===== src/rtl/pipeline_loop_pkg.sv =====
// Shared types and width helpers for the iterative loop controller family.
package pipeline_loop_pkg;

    typedef enum logic [1:0] {
        IDLE   = 2'd0,
        ISSUE  = 2'd1,
        WAIT   = 2'd2,
        OUTPUT = 2'd3
    } loopState_e;

    // Bits needed to hold an iteration index 0..iter, never narrower than 1.
    function automatic int iterCountWidth(input int iter);
        return (iter < 1) ? 1 : $clog2(iter + 1);
    endfunction

endpackage


===== src/rtl/loop_counter.sv =====
// Iteration counter with synchronous clear, increment enable and last-iteration flag.
module loop_counter
    import pipeline_loop_pkg::*;
#(
    parameter int ITER = 256,
    parameter int CW   = iterCountWidth(ITER)
) (
    input  logic          clk,
    input  logic          rst,
    input  logic          clr_i,
    input  logic          inc_i,
    output logic [CW-1:0] count_o,
    output logic          last_o
);

    logic [CW-1:0] count_q;
    logic [CW-1:0] count_d;

    always_comb begin
        count_d = count_q;
        if (clr_i) begin
            count_d = '0;
        end else if (inc_i) begin
            count_d = count_q + CW'(1);
        end
    end

    always_ff @(posedge clk) begin
        if (rst) begin
            count_q <= '0;
        end else begin
            count_q <= count_d;
        end
    end

    assign count_o = count_q;
    assign last_o  = (count_q == CW'(ITER - 1));

endmodule


===== src/rtl/pipeline_loop.sv =====
// Loop controller: takes one job, circulates it ITER times through an external
// body datapath, then offers the result and pulses a completion flag.
module pipeline_loop
    import pipeline_loop_pkg::*;
#(
    parameter int DWIDTH = 256,
    parameter int ITER   = 256,
    parameter int CW     = iterCountWidth(ITER)
) (
    input  logic              clk,
    input  logic              rst,
    input  logic              i_valid,
    output logic              i_ready,
    input  logic [DWIDTH-1:0] i_data,
    output logic              o_body_valid,
    input  logic              i_body_ready,
    output logic [DWIDTH-1:0] o_body_data,
    output logic [CW-1:0]     o_iter,
    input  logic              i_body_valid,
    output logic              o_body_ready,
    input  logic [DWIDTH-1:0] i_body_data,
    output logic              o_valid,
    input  logic              o_ready,
    output logic [DWIDTH-1:0] o_data,
    output logic              o_complete
);

    loopState_e        state_q;
    logic [DWIDTH-1:0] data_q;
    logic              complete_q;
    logic [CW-1:0]     count;
    logic              lastIter;
    logic              cntClr;
    logic              cntInc;

    assign cntClr = (state_q == IDLE) && i_valid;
    assign cntInc = (state_q == WAIT) && i_body_valid && !lastIter;

    loop_counter #(
        .ITER (ITER),
        .CW   (CW)
    ) u_counter (
        .clk     (clk),
        .rst     (rst),
        .clr_i   (cntClr),
        .inc_i   (cntInc),
        .count_o (count),
        .last_o  (lastIter)
    );

    // Data register carries no reset: its contents are meaningless outside a job.
    always_ff @(posedge clk) begin
        if (rst) begin
            state_q    <= IDLE;
            complete_q <= 1'b0;
        end else begin
            complete_q <= 1'b0;
            case (state_q)
                IDLE: begin
                    if (i_valid) begin
                        data_q  <= i_data;
                        state_q <= ISSUE;
                    end
                end
                ISSUE: begin
                    if (i_body_ready) begin
                        state_q <= WAIT;
                    end
                end
                WAIT: begin
                    if (i_body_valid) begin
                        data_q  <= i_body_data;
                        state_q <= lastIter ? OUTPUT : ISSUE;
                    end
                end
                OUTPUT: begin
                    if (o_ready) begin
                        state_q    <= IDLE;
                        complete_q <= 1'b1;
                    end
                end
                default: state_q <= IDLE;
            endcase
        end
    end

    assign i_ready      = (state_q == IDLE);
    assign o_body_valid = (state_q == ISSUE);
    assign o_body_data  = data_q;
    assign o_iter       = count;
    assign o_body_ready = (state_q == WAIT);
    assign o_valid      = (state_q == OUTPUT);
    assign o_data       = data_q;
    assign o_complete   = complete_q;

endmodule


===== config.mk =====
export PLATFORM = sky130hd
export DESIGN_NAME = pipeline_loop
export DESIGN_NICKNAME = d
export VERILOG_FILES = /design/src/rtl/pipeline_loop_pkg.sv /design/src/rtl/loop_counter.sv /design/src/rtl/pipeline_loop.sv
export SDC_FILE = /design/constraint.sdc
export NUM_CORES = 1
export LEC_CHECK = 0
export BUFFER_PORTS_ARGS = -buffer_cell sky130_fd_sc_hd__buf_4
export CORE_AREA = 2 2 408 410
export CTS_BUF_LIST = sky130_fd_sc_hd__clkbuf_8
export CTS_CLUSTER_DIAMETER = 40
export CTS_CLUSTER_SIZE = 30
export DETAILED_ROUTE_END_ITERATION = 7
export DIE_AREA = 0 0 410 412
export SLEW_MARGIN = 20
export SYNTH_ARGS = -nofsm -noshare
export SYNTH_HDL_FRONTEND = slang
export SYNTH_HIERARCHICAL = 1
export SYNTH_SLANG_ARGS = --single-unit
export TNS_END_PERCENT = 5

===== constraint.sdc =====
create_clock -name clk -period 45.4 [get_ports clk]
set_input_delay 4.54 -clock clk [delete_from_list [all_inputs] [get_ports clk]]
set_output_delay 4.54 -clock clk [all_outputs]
set_load 0.02 [all_outputs]

==> summary.md <==
| Metric | Value |
|---|---|
| Status | finished clean |
| Count of standard-cell rows | 149 |
| Startpoint of the lowest-slack register-to-register path | state_q[1]$_SDFFE_PP0P_ |
| Worst-path clk slew | around 0.07 ns |
| CP max-delay cell | buf_4 |
| HP Class | reg2reg |
| Post-Syn Instances | just under 900 |
| Total power | between 0.7 and 0.8 mW |
| Average wire length per cell after detail routing | approximately 22 µm |
| Fmax achieved | 148 MHz |
| Largest clock skew in the final design | 0.0396 ns |
| PortBufs | between 1000 and 1500 |
| Core footprint | 164000 µm² |
| Post-placement cell count | roughly 3800 |
| Vert. Die Dim | roughly 410 µm |
| Number of primary I/O pins | about 1000 |
| Power per cell area | 32.8 nW/µm² |
| Initial core utilization | slightly below 9% |
| RSZ-0062 raised after global routing | false |
| Slew HR | between 30% and 40% |
| Maximum number of pins on one net before global-route repair | 98 |
| Wire length of the first global-routing pass | between 100000 and 150000 µm |
| Count of hold buffers inserted by post-cts repair | 0 |
| Worst Setup Slack post-DPL | 37.71 ns |
| Total nets after synthesis | 1386 |
| Post-synthesis sequential element count | roughly 270 |
| Hold Violations, Final | 0 |
| Worst Tran Pin Value | roughly 1.0 ns |
| Fraction of final layout cells with drive strength greater than 1 | about four fifths |
| DR pass1 iterations | 5 |
| All-layer global routing usage | ~9.7% |
| Critical path origin | i_body_valid |
| Ordered list of cells on the worst path | buf_4, mux2i_1, nor3_2, buf_4, buf_4, buf_4 |
| Required time of the worst setup path | about 46 ns |
| Clock network latency to the later pin of the worst-skew pair | just under 0.8 ns |
| Commonest non-fill, non-tap cells in the layout | buf_4 (1051), edfxtp_1 (256), mux2_4 (200), clkbuf_8 (61), mux2_2 (56) |
| Data arrival, critical path | roughly 7 ns |
| Routed wire length | 87400 µm |
| Synthesized area | 14400 µm² |
| # Post-CTS Setup Buffers | 0 |
| Post-route ant nets | 0 |
| Number of failing setup endpoints in the final timing report | 0 |
| Dominant delay contributor by cell family on the critical path | buffers and inverters |
| Worst-path maximum fanout | 59 |
| Layout net count | between 2000 and 2500 |
| Routability congestion estimate | just under 1 |
| Yosys warning count | 6 |
| Min cycle time layout | slightly below 7 ns |
| CTS-repair resized insts | 0 |
| Most common cell after layout, fill and taps aside | buf_4 |
| Yosys cell types | 34 |
| Static Leakage | around 10 nW |
| Cell mode on critical path | buf_4 |
| Category of the critical setup timing path | in2reg |
| Sum of negative setup slack | 0 ns |
| Crit end category | register |
| Maximum Capacitance Violations | 0 |
| Mean cell area of the mapped netlist | about 17 µm² |
| Number of antenna violations at the first check in global routing | 21 |
| Startpoint of the tightest hold check path | u_counter/count_o[5]$_SDFFE_PP0P_ |
| DR vias/cell | approximately 2.6 |
| Post-DP HPWL | 75700 µm |
| Final Slew Violations | 0 |
| Drt first-iter violations | between 500 and 600 |
| Final instance count without filler cells | between 3000 and 4000 |
| Register area share after synthesis | 55.2% |
| Number of levels in the clock H-tree | 2 |
| Number of buffer and inverter stages on the critical path | 4 |
| DRC violation count after routing | 0 |
| Number of global-route vias before repair | ~10000 |
| Die X | between 400 and 500 µm |
| Area growth, synth to finish | 67.4% |
| # clock sinks | about 270 |
| Peak supply drop | between 0.015 and 0.02 mV |
| Final worst-path setup slack | 38.65 ns |
| Buffer levels on the longest clock path | 3 |
| Cell at the root of the clock tree | clkbuf_8 |
| Detailed-route via count | ~10000 |
| Layout filler cell count | 18300 |
| Worst stage delay on the critical path | roughly 0.7 ns |
| CTS tree | yes |
| Number of buffers created by CTS | 61 |
| Remaining Overflow, GRT | 0 |
| Final cycle utilization of the critical path | between 10 and 15% |
| Kind of launch point of the worst setup path | input pin |
| Area of the die | roughly 170000 µm² |
-- logic make-up after synthesis --
| logic type | after synthesis | synth area share (%) |
|---|---|---|
| AO/OA/AOI/OAI | 9 | 0.366 |
| XOR/XNOR | 4 | 0.244 |
| adder cells (fa/ha/maj) | 2 | 0.174 |
| buffers and inverters | 292 | 17.1 |
| flip-flops | 268 | 55.2 |
| multiplexers | 259 | 25.6 |
| AND/OR/NAND/NOR | 32 | 1.27 |
-- stage by stage --
step	cell area, µm²	hold slack, ns	utilization [%]
finish	24000	0.523	14.6
global placement	22600	0.521	13.7
CTS	24000	0.520	14.6
global route	24000	0.563	14.6
floorplan	14400	0.561	-
detailed placement	22600	0.513	13.7
-- final cells by class --
class	count	area, µm²	share of cell area [%]
Inverter	3	11.3	0.0468
Clock buffer	61	840	3.49
Timing Repair Buffer	1052	7910	32.9
Antenna cell	12	30.0	0.125
Multi-Input combinational cell	306	3980	16.6
Clock inverter	54	598	2.49
Sequential cell	268	7930	33.0
Tap cell	2189	2740	11.4
-- tightest hold or removal path: stages, from the launching register on --
cell	delay [ns]
dfxtp_1	0.34
o21ai_0	0.08
a21oi_1	0.06
-- layer usage --
| layer | vias to the layer above | track usage [%] | routed length [µm] |
|---|---|---|---|
| li1 | 4591 | - | - |
| met1 | 5075 | 12.1 | 36000 |
| met2 | 622 | 15.1 | 40600 |
| met3 | 97 | 3.63 | 8160 |
| met4 | 4 | 3.52 | 2740 |
| met5 | - | 0 | 21 |
-- flip-flops by register name (all words and copies together), names as in the netlist --
register / flops
o_body_data: 256
state_q: 2
u_counter/count_o: 9
o_complete: 1
-- synth_stat cells --
cell type    n  share of area (%)
buf_6        3               0.24
nor2b_4      1              0.096
buf_2        6               0.21
a211oi_1     2               0.10
nand2_1      2              0.052
nand2b_1     1              0.044
mux2_4     200                 21
a22oi_1      1              0.052
buf_12      22                3.1
or2_2        1              0.044
nor3_1       3               0.10
buf_8        1               0.10
edfxtp_1   256                 54
mux4_2       1               0.16
nor2b_1      2              0.087
xnor2_1      1              0.061
xor2_1       3               0.18
mux2_2      56                4.4
clkbuf_1     1              0.026
nand4_1      3               0.13
buf_4      256                 13
a21oi_1      3               0.10
mux2i_1      2               0.14
nand4_2      1              0.087
and3b_1      1              0.061
or3_1        3               0.13
o21ai_0      3               0.10
dfxtp_1     12                1.7
inv_1        3              0.078
nor2_1       9               0.24
nand3_1      3               0.10
nor3b_1      1              0.052
and2_1       1              0.044
ha_1         2               0.17
-- power by group --
part           switching (mW)  total, mW  internal [mW]
clock                   0.149      0.330          0.182
sequential             0.0114      0.299          0.288
combinational          0.0797      0.158         0.0781
total                   0.240      0.787          0.548
-- final timing paths --
path                                        to  slack [ns]  cells past startpoint
max reg2reg           o_body_data[8]$_DFFE_PP_       41.89                      4
max                  o_body_data[35]$_DFFE_PP_       38.65                      6
min reg2reg  u_counter/count_o[5]$_SDFFE_PP0P_        0.52                      2
min          u_counter/count_o[5]$_SDFFE_PP0P_        0.52                      2
Power figures use the tool's default switching activity.
